==> src/rtl/pim_pkg.sv <==
// Shared types and width helpers for the PIM convolution controller.
package pim_pkg;

  // Ceiling log2, never below 1 so single-entry ranges still get a usable bus.
  function automatic int unsigned clogb2(input int unsigned value);
    int unsigned res;
    res = 0;
    while ((64'd1 << res) < 64'(value)) begin
      res++;
    end
    return (res == 0) ? 1 : res;
  endfunction

  // Worst-case column sum is (2^adc_p-1)*(2^input_p-1), which fits in adc_p+input_p bits.
  function automatic int unsigned acc_width(input int unsigned adc_p, input int unsigned input_p);
    return adc_p + input_p;
  endfunction

  typedef enum logic [2:0] {
    StIdle,
    StLoad,
    StScan,
    StFlush,
    StEmit
  } state_e;

endpackage

==> src/rtl/pim_acc_buf.sv <==
// Per-column accumulator storage: one synchronous write port, one combinational read port.
module pim_acc_buf #(
  parameter int unsigned DEPTH = 32,
  parameter int unsigned ACC_W = 8,
  parameter int unsigned AW    = 5
) (
  input  logic             clk,
  input  logic             we,
  input  logic [AW-1:0]    waddr,
  input  logic [ACC_W-1:0] wdata,
  input  logic [AW-1:0]    raddr,
  output logic [ACC_W-1:0] rdata
);

  logic [ACC_W-1:0] mem_q [DEPTH];

  // Contents need no reset: plane 0 overwrites every column before any read-back.
  always_ff @(posedge clk) begin
    if (we) begin
      mem_q[waddr] <= wdata;
    end
  end

  assign rdata = mem_q[raddr];

endmodule

==> src/rtl/pim_conv_ctrl.sv <==
// Bit-serial crossbar sequencer: applies one bit plane at a time, scans every column,
// shift-accumulates the ADC results per column, then streams the column sums out.
module pim_conv_ctrl
  import pim_pkg::*;
#(
  parameter int unsigned INPUT_SIZE = 32,
  parameter int unsigned INPUT_P    = 4,
  parameter int unsigned DEPTH      = 32,
  parameter int unsigned ADC_P      = 4,
  localparam int unsigned AW        = clogb2(DEPTH),
  localparam int unsigned ACC_W     = acc_width(ADC_P, INPUT_P)
) (
  input  logic                          clk,
  input  logic                          rst,
  input  logic                          in_valid,
  output logic                          in_ready,
  input  logic [INPUT_SIZE*INPUT_P-1:0] in_feature,
  output logic                          xb_en,
  output logic [INPUT_SIZE-1:0]         xb_bits,
  output logic [AW-1:0]                 xb_addr,
  input  logic [ADC_P-1:0]              xb_data,
  output logic                          out_valid,
  input  logic                          out_ready,
  output logic [ACC_W-1:0]              out_data,
  output logic [AW-1:0]                 out_col,
  output logic                          out_last,
  output logic                          busy
);

  localparam int unsigned PW = clogb2(INPUT_P);
  localparam logic [PW-1:0] LastPlane = PW'(INPUT_P - 1);
  localparam logic [AW-1:0] LastCol   = AW'(DEPTH - 1);

  state_e                        state_q, state_d;
  logic [INPUT_SIZE*INPUT_P-1:0] feat_q;
  logic [PW-1:0]                 plane_q, plane_d;
  logic [AW-1:0]                 addr_q, addr_d;
  logic [AW-1:0]                 col_q, col_d;
  logic                          feat_load;

  logic                          acc_we;
  logic [AW-1:0]                 wr_col, rd_col;
  logic [ACC_W-1:0]              acc_rd, acc_wr;
  logic [INPUT_SIZE-1:0]         plane_bits;

  // State and counter registers; reset drops any in-flight feature.
  always_ff @(posedge clk) begin
    if (!rst) begin
      state_q <= StIdle;
      feat_q  <= '0;
      plane_q <= '0;
      addr_q  <= '0;
      col_q   <= '0;
    end else begin
      state_q <= state_d;
      plane_q <= plane_d;
      addr_q  <= addr_d;
      col_q   <= col_d;
      if (feat_load) begin
        feat_q <= in_feature;
      end
    end
  end

  // Next-state, counter updates and handshake/strobe outputs.
  always_comb begin
    state_d   = state_q;
    plane_d   = plane_q;
    addr_d    = addr_q;
    col_d     = col_q;
    feat_load = 1'b0;
    in_ready  = 1'b0;
    xb_en     = 1'b0;
    out_valid = 1'b0;
    busy      = 1'b1;
    acc_we    = 1'b0;
    wr_col    = '0;
    case (state_q)
      StIdle: begin
        busy     = 1'b0;
        in_ready = rst;
        if (in_valid) begin
          feat_load = 1'b1;
          plane_d   = '0;
          state_d   = StLoad;
        end
      end
      StLoad: begin
        xb_en   = 1'b1;
        addr_d  = '0;
        state_d = StScan;
      end
      StScan: begin
        // ADC answers one cycle late, so this cycle writes the previous column.
        if (addr_q != '0) begin
          acc_we = 1'b1;
          wr_col = addr_q - AW'(1);
        end
        if (addr_q == LastCol) begin
          addr_d  = '0;
          state_d = StFlush;
        end else begin
          addr_d = addr_q + AW'(1);
        end
      end
      StFlush: begin
        acc_we = 1'b1;
        wr_col = LastCol;
        if (plane_q != LastPlane) begin
          plane_d = plane_q + PW'(1);
          state_d = StLoad;
        end else begin
          col_d   = '0;
          state_d = StEmit;
        end
      end
      StEmit: begin
        out_valid = 1'b1;
        if (out_ready) begin
          if (col_q == LastCol) begin
            col_d   = '0;
            state_d = StIdle;
          end else begin
            col_d = col_q + AW'(1);
          end
        end
      end
      default: state_d = StIdle;
    endcase
  end

  // Slice the current bit plane out of the latched feature vector.
  always_comb begin
    logic [INPUT_P-1:0] elem;
    plane_bits = '0;
    for (int i = 0; i < INPUT_SIZE; i++) begin
      elem          = feat_q[i*INPUT_P +: INPUT_P];
      plane_bits[i] = elem[plane_q];
    end
  end

  // Plane 0 overwrites so stale sums from a previous feature never leak in.
  always_comb begin
    if (plane_q == '0) begin
      acc_wr = ACC_W'(xb_data);
    end else begin
      acc_wr = acc_rd + (ACC_W'(xb_data) << plane_q);
    end
  end

  assign rd_col   = (state_q == StEmit) ? col_q : wr_col;

  assign xb_bits  = (state_q == StLoad) ? plane_bits : '0;
  assign xb_addr  = (state_q == StScan) ? addr_q : '0;
  assign out_data = (state_q == StEmit) ? acc_rd : '0;
  assign out_col  = (state_q == StEmit) ? col_q : '0;
  assign out_last = (state_q == StEmit) && (col_q == LastCol);

  pim_acc_buf #(
    .DEPTH (DEPTH),
    .ACC_W (ACC_W),
    .AW    (AW)
  ) u_acc_buf (
    .clk   (clk),
    .we    (acc_we),
    .waddr (wr_col),
    .wdata (acc_wr),
    .raddr (rd_col),
    .rdata (acc_rd)
  );

endmodule

==> config.mk <==
export PLATFORM = sky130hd
export DESIGN_NAME = pim_conv_ctrl
export DESIGN_NICKNAME = d
export VERILOG_FILES = /design/src/rtl/pim_pkg.sv /design/src/rtl/pim_acc_buf.sv /design/src/rtl/pim_conv_ctrl.sv
export SDC_FILE = /design/constraint.sdc
export NUM_CORES = 1
export LEC_CHECK = 0
export BUFFER_PORTS_ARGS = -buffer_cell sky130_fd_sc_hd__buf_2
export CAP_MARGIN = 15
export CORE_ASPECT_RATIO = 2
export CORE_MARGIN = 4
export CORE_UTILIZATION = 25
export CTS_CLUSTER_SIZE = 14
export DETAILED_ROUTE_END_ITERATION = 8
export SLEW_MARGIN = 10
export SYNTH_ARGS = -nofsm -noshare
export SYNTH_HDL_FRONTEND = slang
export SYNTH_SLANG_ARGS = --single-unit
==> constraint.sdc <==
create_clock -name clk -period 7.9 [get_ports clk]
set_input_delay 1.185 -clock clk [delete_from_list [all_inputs] [get_ports clk]]
set_output_delay 1.185 -clock clk [all_outputs]
set_load 0.03 [all_outputs]
# [Word level (Yosys, flattened, before mapping)]
# Memory sizes are Yosys's and may differ from the RTL's.
# Index checks and enable logic that the tools add are counted.
[op_classes] addsub=5 n_lt_le_gt_ge=1 n_eq_ne=13 n_shift=1 muxes=97 reduce_logical=10
[ops] operator="1-bit binary-select mux with 2-bit select" count=32
[ops] operator="1-bit 2-to-1 mux" count=41
[ops] operator="5-bit 2-to-1 mux" count=8
[ops] operator="32-bit 2-to-1 mux" count=1
[ops] operator="5-bit case mux with 2 select lines" count=3
[ops] operator="8-bit 2-to-1 mux" count=2
[ops] operator="3-bit 2-to-1 mux" count=5
[ops] operator="3-bit case mux with 5 select lines" count=1
[ops] operator="2-bit != test, second input constant" count=6
[ops] operator="5-bit by 1-bit adder with 5-bit output, second input constant" count=2
[ops] operator="5-bit == test, second input constant" count=2
[ops] operator="8-bit adder" count=1
[ops] operator="4-bit by 2-bit << shifter with 8-bit output" count=1
[ops] operator="3-bit by 2-bit == test with 1-bit output, second input constant" count=2
[ops] operator="3-bit AND reduction" count=2
[ops] operator="2-bit nonzero test" count=3
[ops] operator="5-bit nonzero test" count=1
[ops] operator="5-bit by 1-bit subtractor with 5-bit output, second input constant" count=1
[ops] operator="2-bit 2-to-1 mux" count=2
[ops] operator="2-bit case mux with 2 select lines" count=1
[ops] operator="4-bit AND reduction" count=1
[ops] operator="3-bit by 1-bit == test with 1-bit output, second input constant" count=1
[ops] operator="3-bit == test, second input constant" count=1
[ops] operator="3-bit logical NOT" count=1
[ops] operator="6 further kinds" count=6
[word_totals] regBits=143 ramBits=256 in_bits=136 word_cells=133 mem_count=1
[mem_list] name="u_acc_buf.mem_q" words=32 word_bits=8 rd=1 rd_clocked_by_memory_dff=0 write_ports=1 line_no="pim_acc_buf.sv:15" source="logic [ACC_W-1:0] mem_q [DEPTH];"

# [Logic depth before layout (Yosys ltp)]
# An unclocked memory read counts as a cell.
[depth] depth_word=7 ltp_mapped=22 mapped_depth_nobuf=18

# [By module]
# From an unflattened synthesis, not the netlist that was laid out.
[unflattened] hier_cells=1241 hier_area_um2=16763.6
[modules_own_cells] mod="pim_acc_buf" instances=1 cells_each=409 area_per_inst_um2=9893.2 seq_area_each_um2=7687.4
[modules_own_cells] mod="pim_conv_ctrl" instances=1 cells_each=832 area_per_inst_um2=6870.3 seq_area_each_um2=2862.7

# [Worst setup path before layout]
# Ideal clock, no wire load.
[synth_timing] kind="register to register" from="reg addr_q[0]" to="mem u_acc_buf.mem_q[0][3], data pin" setup_time_ns=0.454 arrival_ns=4.617 slack_ns=2.829 path_stages_with_launch=19 n_path_buf=5 cell_sequence="dfxtp_1 clkbuf_1 inv_1 ha_1 buf_1 o21bai_1 a21o_1 buf_2 buf_6 buf_2 nand2_1 a32oi_1 a31oi_1 nor4_2 ha_1 a21o_1 a21oi_1 xnor2_1 o21ai_0"
[synth_via] elab_chain_cells=7
[synth_rtl] item="start: declaration" line_no="pim_conv_ctrl.sv:37" source="logic [AW-1:0] addr_q, addr_d;"
[synth_rtl] item="start signal: assignment" line_no="pim_conv_ctrl.sv:57" source="addr_q <= addr_d;"
[synth_rtl] item="5-bit by 1-bit subtractor with 5-bit output or 5-bit nonzero test (tied branches)" line_no="pim_conv_ctrl.sv:97, pim_conv_ctrl.sv:95"
[synth_rtl] item="5-bit 2-to-1 mux *" line_no="pim_conv_ctrl.sv:95" source="if (addr_q != '0) begin"
[synth_rtl] item="5-bit case mux with 2 select lines *" line_no="pim_conv_ctrl.sv:78" source="case (state_q)"
[synth_rtl] item="5-bit 2-to-1 mux *" line_no="pim_conv_ctrl.sv:151" source="assign rd_col = (state_q == StEmit) ? col_q : wr_col;"
[synth_rtl] item="memory 32 x 8 bit *"
[synth_rtl] item="8-bit adder *" line_no="pim_conv_ctrl.sv:147" source="acc_wr = acc_rd + (ACC_W'(xb_data) << plane_q);"
[synth_rtl] item="8-bit 2-to-1 mux *" line_no="pim_conv_ctrl.sv:144" source="if (plane_q == '0) begin"
[synth_rtl] item="net acc_wr[3]" line_no="pim_conv_ctrl.sv:43" source="logic [ACC_W-1:0] acc_rd, acc_wr;"
[synth_rtl] item="end: declaration" line_no="pim_acc_buf.sv:15"
# Mark *: on every way through the listed nets, which the timed path passes. The rest lies on a longest branch.

# [Worst setup path in the final report]
[layout_timing] from="reg addr_q[0]" to="mem u_acc_buf.mem_q[5][6], data pin"
# Same word-level chain as after synthesis.

==> impl_metrics.env <==
export IMPL_status="complete, no violations"
export IMPL_hpwlAfterDp_um=36400
export IMPL_routedWlPerCell_um=19.8
export IMPL_drc=0
export IMPL_crit_buf_inv=1
export IMPL_rsz0062_at_grt="false"
export IMPL_period_minus_slack_ns=6.18
export IMPL_tightest_slew_ns=1.12
export IMPL_leakage_nw=7.28
export IMPL_hold_end="feat_q[35]"
export IMPL_design_area_um2=20400
export IMPL_cp_start_kind="register"
export IMPL_synth_commonest_cells="nand2_1 (444), edfxtp_1 (256), dfxtp_1 (143)"
export IMPL_r2r_cells=18
export IMPL_clockBufferDepth=3
export IMPL_post_cts_repair_setup_buffers=0
export IMPL_cts_tree="yes"
export IMPL_synth_simple_gate_area_share_pct=17.1
export IMPL_nFillCells=7097
export IMPL_yosys_top_cells_area="edfxtp_1 (44%), dfxtp_1 (16%), nand2_1 (9.5%)"
export IMPL_cp_arrival_ns=6.38
export IMPL_initialDrtViolationCount=832
export IMPL_cpMaxStageDelayCell="nor2_4"
export IMPL_post_synth_top_count_cell="nand2_1"
export IMPL_cellPowerDensity_nw_per_um2=228
export IMPL_synth_warning_count=0
export IMPL_drv_cap=0
export IMPL_synth_top_family_by_area="simple AND/OR/NAND/NOR gates"
export IMPL_hold_path_depth=2
export IMPL_finalMaxSlewViolations=0
export IMPL_synth_top_area_share_pct=44.0
export IMPL_fin_util_pct=29.6
export IMPL_syn_inst=1556
export IMPL_intPower_mw=3.44
export IMPL_p_clk_share_pct=37.6
export IMPL_peakVddDrop_v=0.000169
export IMPL_cp_end_kind="register"
export IMPL_synth_adder_area_share_pct=1.12
export IMPL_syn_area_um2=17500
export IMPL_synth_cell_type_count=66
export IMPL_vias_per_cell=4.82
export IMPL_die_w_um=195
export IMPL_clock_sinks=399
export IMPL_synthXorXnorAreaFrac_pct=0.301
export IMPL_synth_area_per_cell_um2=11.2
export IMPL_r2r_start="addr_q[0]"
export IMPL_synth_compound_area_share_pct=11.9
export IMPL_grt_max_degree=86
export IMPL_ant_nets=0
export IMPL_r2r_slack_ns=1.72
export IMPL_grt_pass1_vias=13200
export IMPL_async_reset_ff_share_pct=0
export IMPL_path_cells="inv_1 > ha_1 > nor2b_1 > a211oi_4 > a21oi_1 > nor2_4 > a32oi_1 > a31oi_1 > nor4_2 > ha_1 > fa_1 > a21oi_1 > o21bai_1 > a21oi_1 > nor2_1 > nor2_1 > xor2_1 > nor2_2"
export IMPL_drive_gt1_share_pct=18.9
export IMPL_setup_tns_ns=0
export IMPL_gp_congestion=0.889
export IMPL_worstPathMaxFanout=32
export IMPL_sequentialPowerShare_pct=50.1
export IMPL_overflow=0
export IMPL_criticalPathCategory="reg -> reg"
export IMPL_die_y_um=382
export IMPL_crit_required_ns=8.10
export IMPL_skew_ns=0.0194
export IMPL_synthMuxAreaShare_pct=6.24
export IMPL_cts_buffers=36
export IMPL_antenna_found_initial=3
export IMPL_ys_seq_elements=399
export IMPL_root_buffer="clkbuf_16"
export IMPL_numPortBuffers=190
export IMPL_timing_final_crit_share_pct=78.3
export IMPL_setup_ws_ns=1.72
export IMPL_wl_um=51800
export IMPL_path_delay_family="simple AND/OR/NAND/NOR gates"
export IMPL_synth_edf_count=256
export IMPL_placed_cell_area_um2=19300
export IMPL_drt_pass1_iter_count=5
export IMPL_crit_top_cell="a21oi_1"
export IMPL_htreeDepth=2
export IMPL_syn_to_final_growth_pct=16.8
export IMPL_dp_slack_ns=1.95
export IMPL_core_area_um2=68900
export IMPL_setup_viol=0
export IMPL_routed_via_count=12600
export IMPL_max_freq_ghz=0.162
export IMPL_yosysSeqAreaShare_pct=60.4
export IMPL_hold_viol=0
export IMPL_final_nets=1846
export IMPL_cts_resized=0
export IMPL_holdBufCountCts=0
export IMPL_synthFlopType="edfxtp_1"
export IMPL_synth_nets=1707
export IMPL_slowest_delay_ns=0.83
export IMPL_swShare_pct=25.9
export IMPL_grt_pass1_wl_um=78400
export IMPL_switchingPower_mw=1.20
export IMPL_die_area_um2=74400
export IMPL_maxSlewHeadroom_pct=24.8
export IMPL_pwr_share_comb_pct=12.3
export IMPL_clkLatencyLatePin_ns=0.56
export IMPL_initial_core_util_pct=25.3
export IMPL_path_clk_slew_ns=0.07
export IMPL_min_path_type="reg -> reg"
export IMPL_hold_start="feat_q[35]"
export IMPL_yosys_area_top_type="edfxtp_1"
export IMPL_track_usage_pct=13.5
export IMPL_ios=191
export IMPL_reg2reg_to="u_acc_buf.mem_q[5][6]"
export IMPL_num_rows=136
==> power by group through the flow <==
stage / sequential [mW] / combinational, mW / clock [mW]
finish: 2.33 / 0.573 / 1.74
global route: 2.33 / 0.633 / 1.87
CTS: 2.33 / 0.577 / 1.79
detailed placement: 2.37 / 0.576 / 0
global placement: 2.37 / 0.568 / 0
floorplan: 2.35 / 0.406 / 0
==> per-stage QoR <==
step                      hold slack, ns  instances  power (mW)
after global routing               0.479       2610        4.83
final                              0.462       2612        4.64
after detailed placement           0.458       2553        2.95
after floorplan                    0.440       1556        2.75
after CTS                          0.466       2609        4.69
after global placement             0.449       2553        2.94
==> flip-flops by register name, indices dropped and copies added (netlist names) <==
name	flops
col_q	5
plane_q	2
u_acc_buf.mem_q	256
state_q	3
feat_q	128
addr_q	5
==> area by class of cell <==
class                      count  area (um^2)  share of cell area [%]
tap                          897         1120                    5.51
multi-input combinational   1039         6460                    31.7
timing repair buffer         207         1080                    5.30
sequential                   399        10600                    51.8
clock buffer                  48         1010                    4.95
inverter                      12         45.0                   0.221
antenna                        2         5.00                  0.0246
clock inverter                 8          101                   0.497
==> worst reg2reg max path, delay by kind of cell (launching register included) <==
family	cells	cell delay, ns
compound gates	7	1.98
xor+xnor	1	0.09
fa+ha+maj	3	0.99
buf+inv	1	0.15
flops	1	0.49
simple gates	6	2.11
==> layout by cell type, fill, tap and decap left out, drive strengths merged, types with 28 or more instances in the layout <==
master	synthesis	layout
nand2	445	445
mux2i	33	33
a31oi	28	28
nor2	58	58
nand3	64	64
a32oi	31	31
a21boi	130	130
dfxtp	143	143
clkbuf	64	48
edfxtp	256	256
and2	51	51
buf	42	207
mux4	32	32
==> how the worst max path moves through the flow <==
stage,from,endpoint,slack (ns),cells after the start
final,addr_q[0],u_acc_buf.mem_q[5][6],1.72,18
after global routing,addr_q[0],u_acc_buf.mem_q[5][6],1.31,18
after CTS,addr_q[0],out_data[1],1.82,11
after detailed placement,addr_q[0],u_acc_buf.mem_q[9][6],1.95,17
after global placement,addr_q[0],u_acc_buf.mem_q[10][6],2.02,17
after floorplan,addr_q[0],u_acc_buf.mem_q[0][3],2.83,18
==> layer usage <==
| layer | part of all wire [%] | global-route usage [%] | vias up |
|---|---|---|---|
| li1 | - | - | 5821 |
| met1 | 36 | 13.9 | 6118 |
| met2 | 52 | 25.5 | 500 |
| met3 | 5.8 | 2.53 | 160 |
| met4 | 6.1 | 7.39 | 2 |
| met5 | 0.023 | 0 | - |
==> kinds of logic after synthesis <==
kind of cell	Yosys count
adders and majority gates	15
and+or+nand+nor	674
DFF	399
buffers and inverters	118
muxes	68
AOI/OAI and AO/OA	276
xor gates and xnor gates	6
Power figures use the tool's default switching activity.
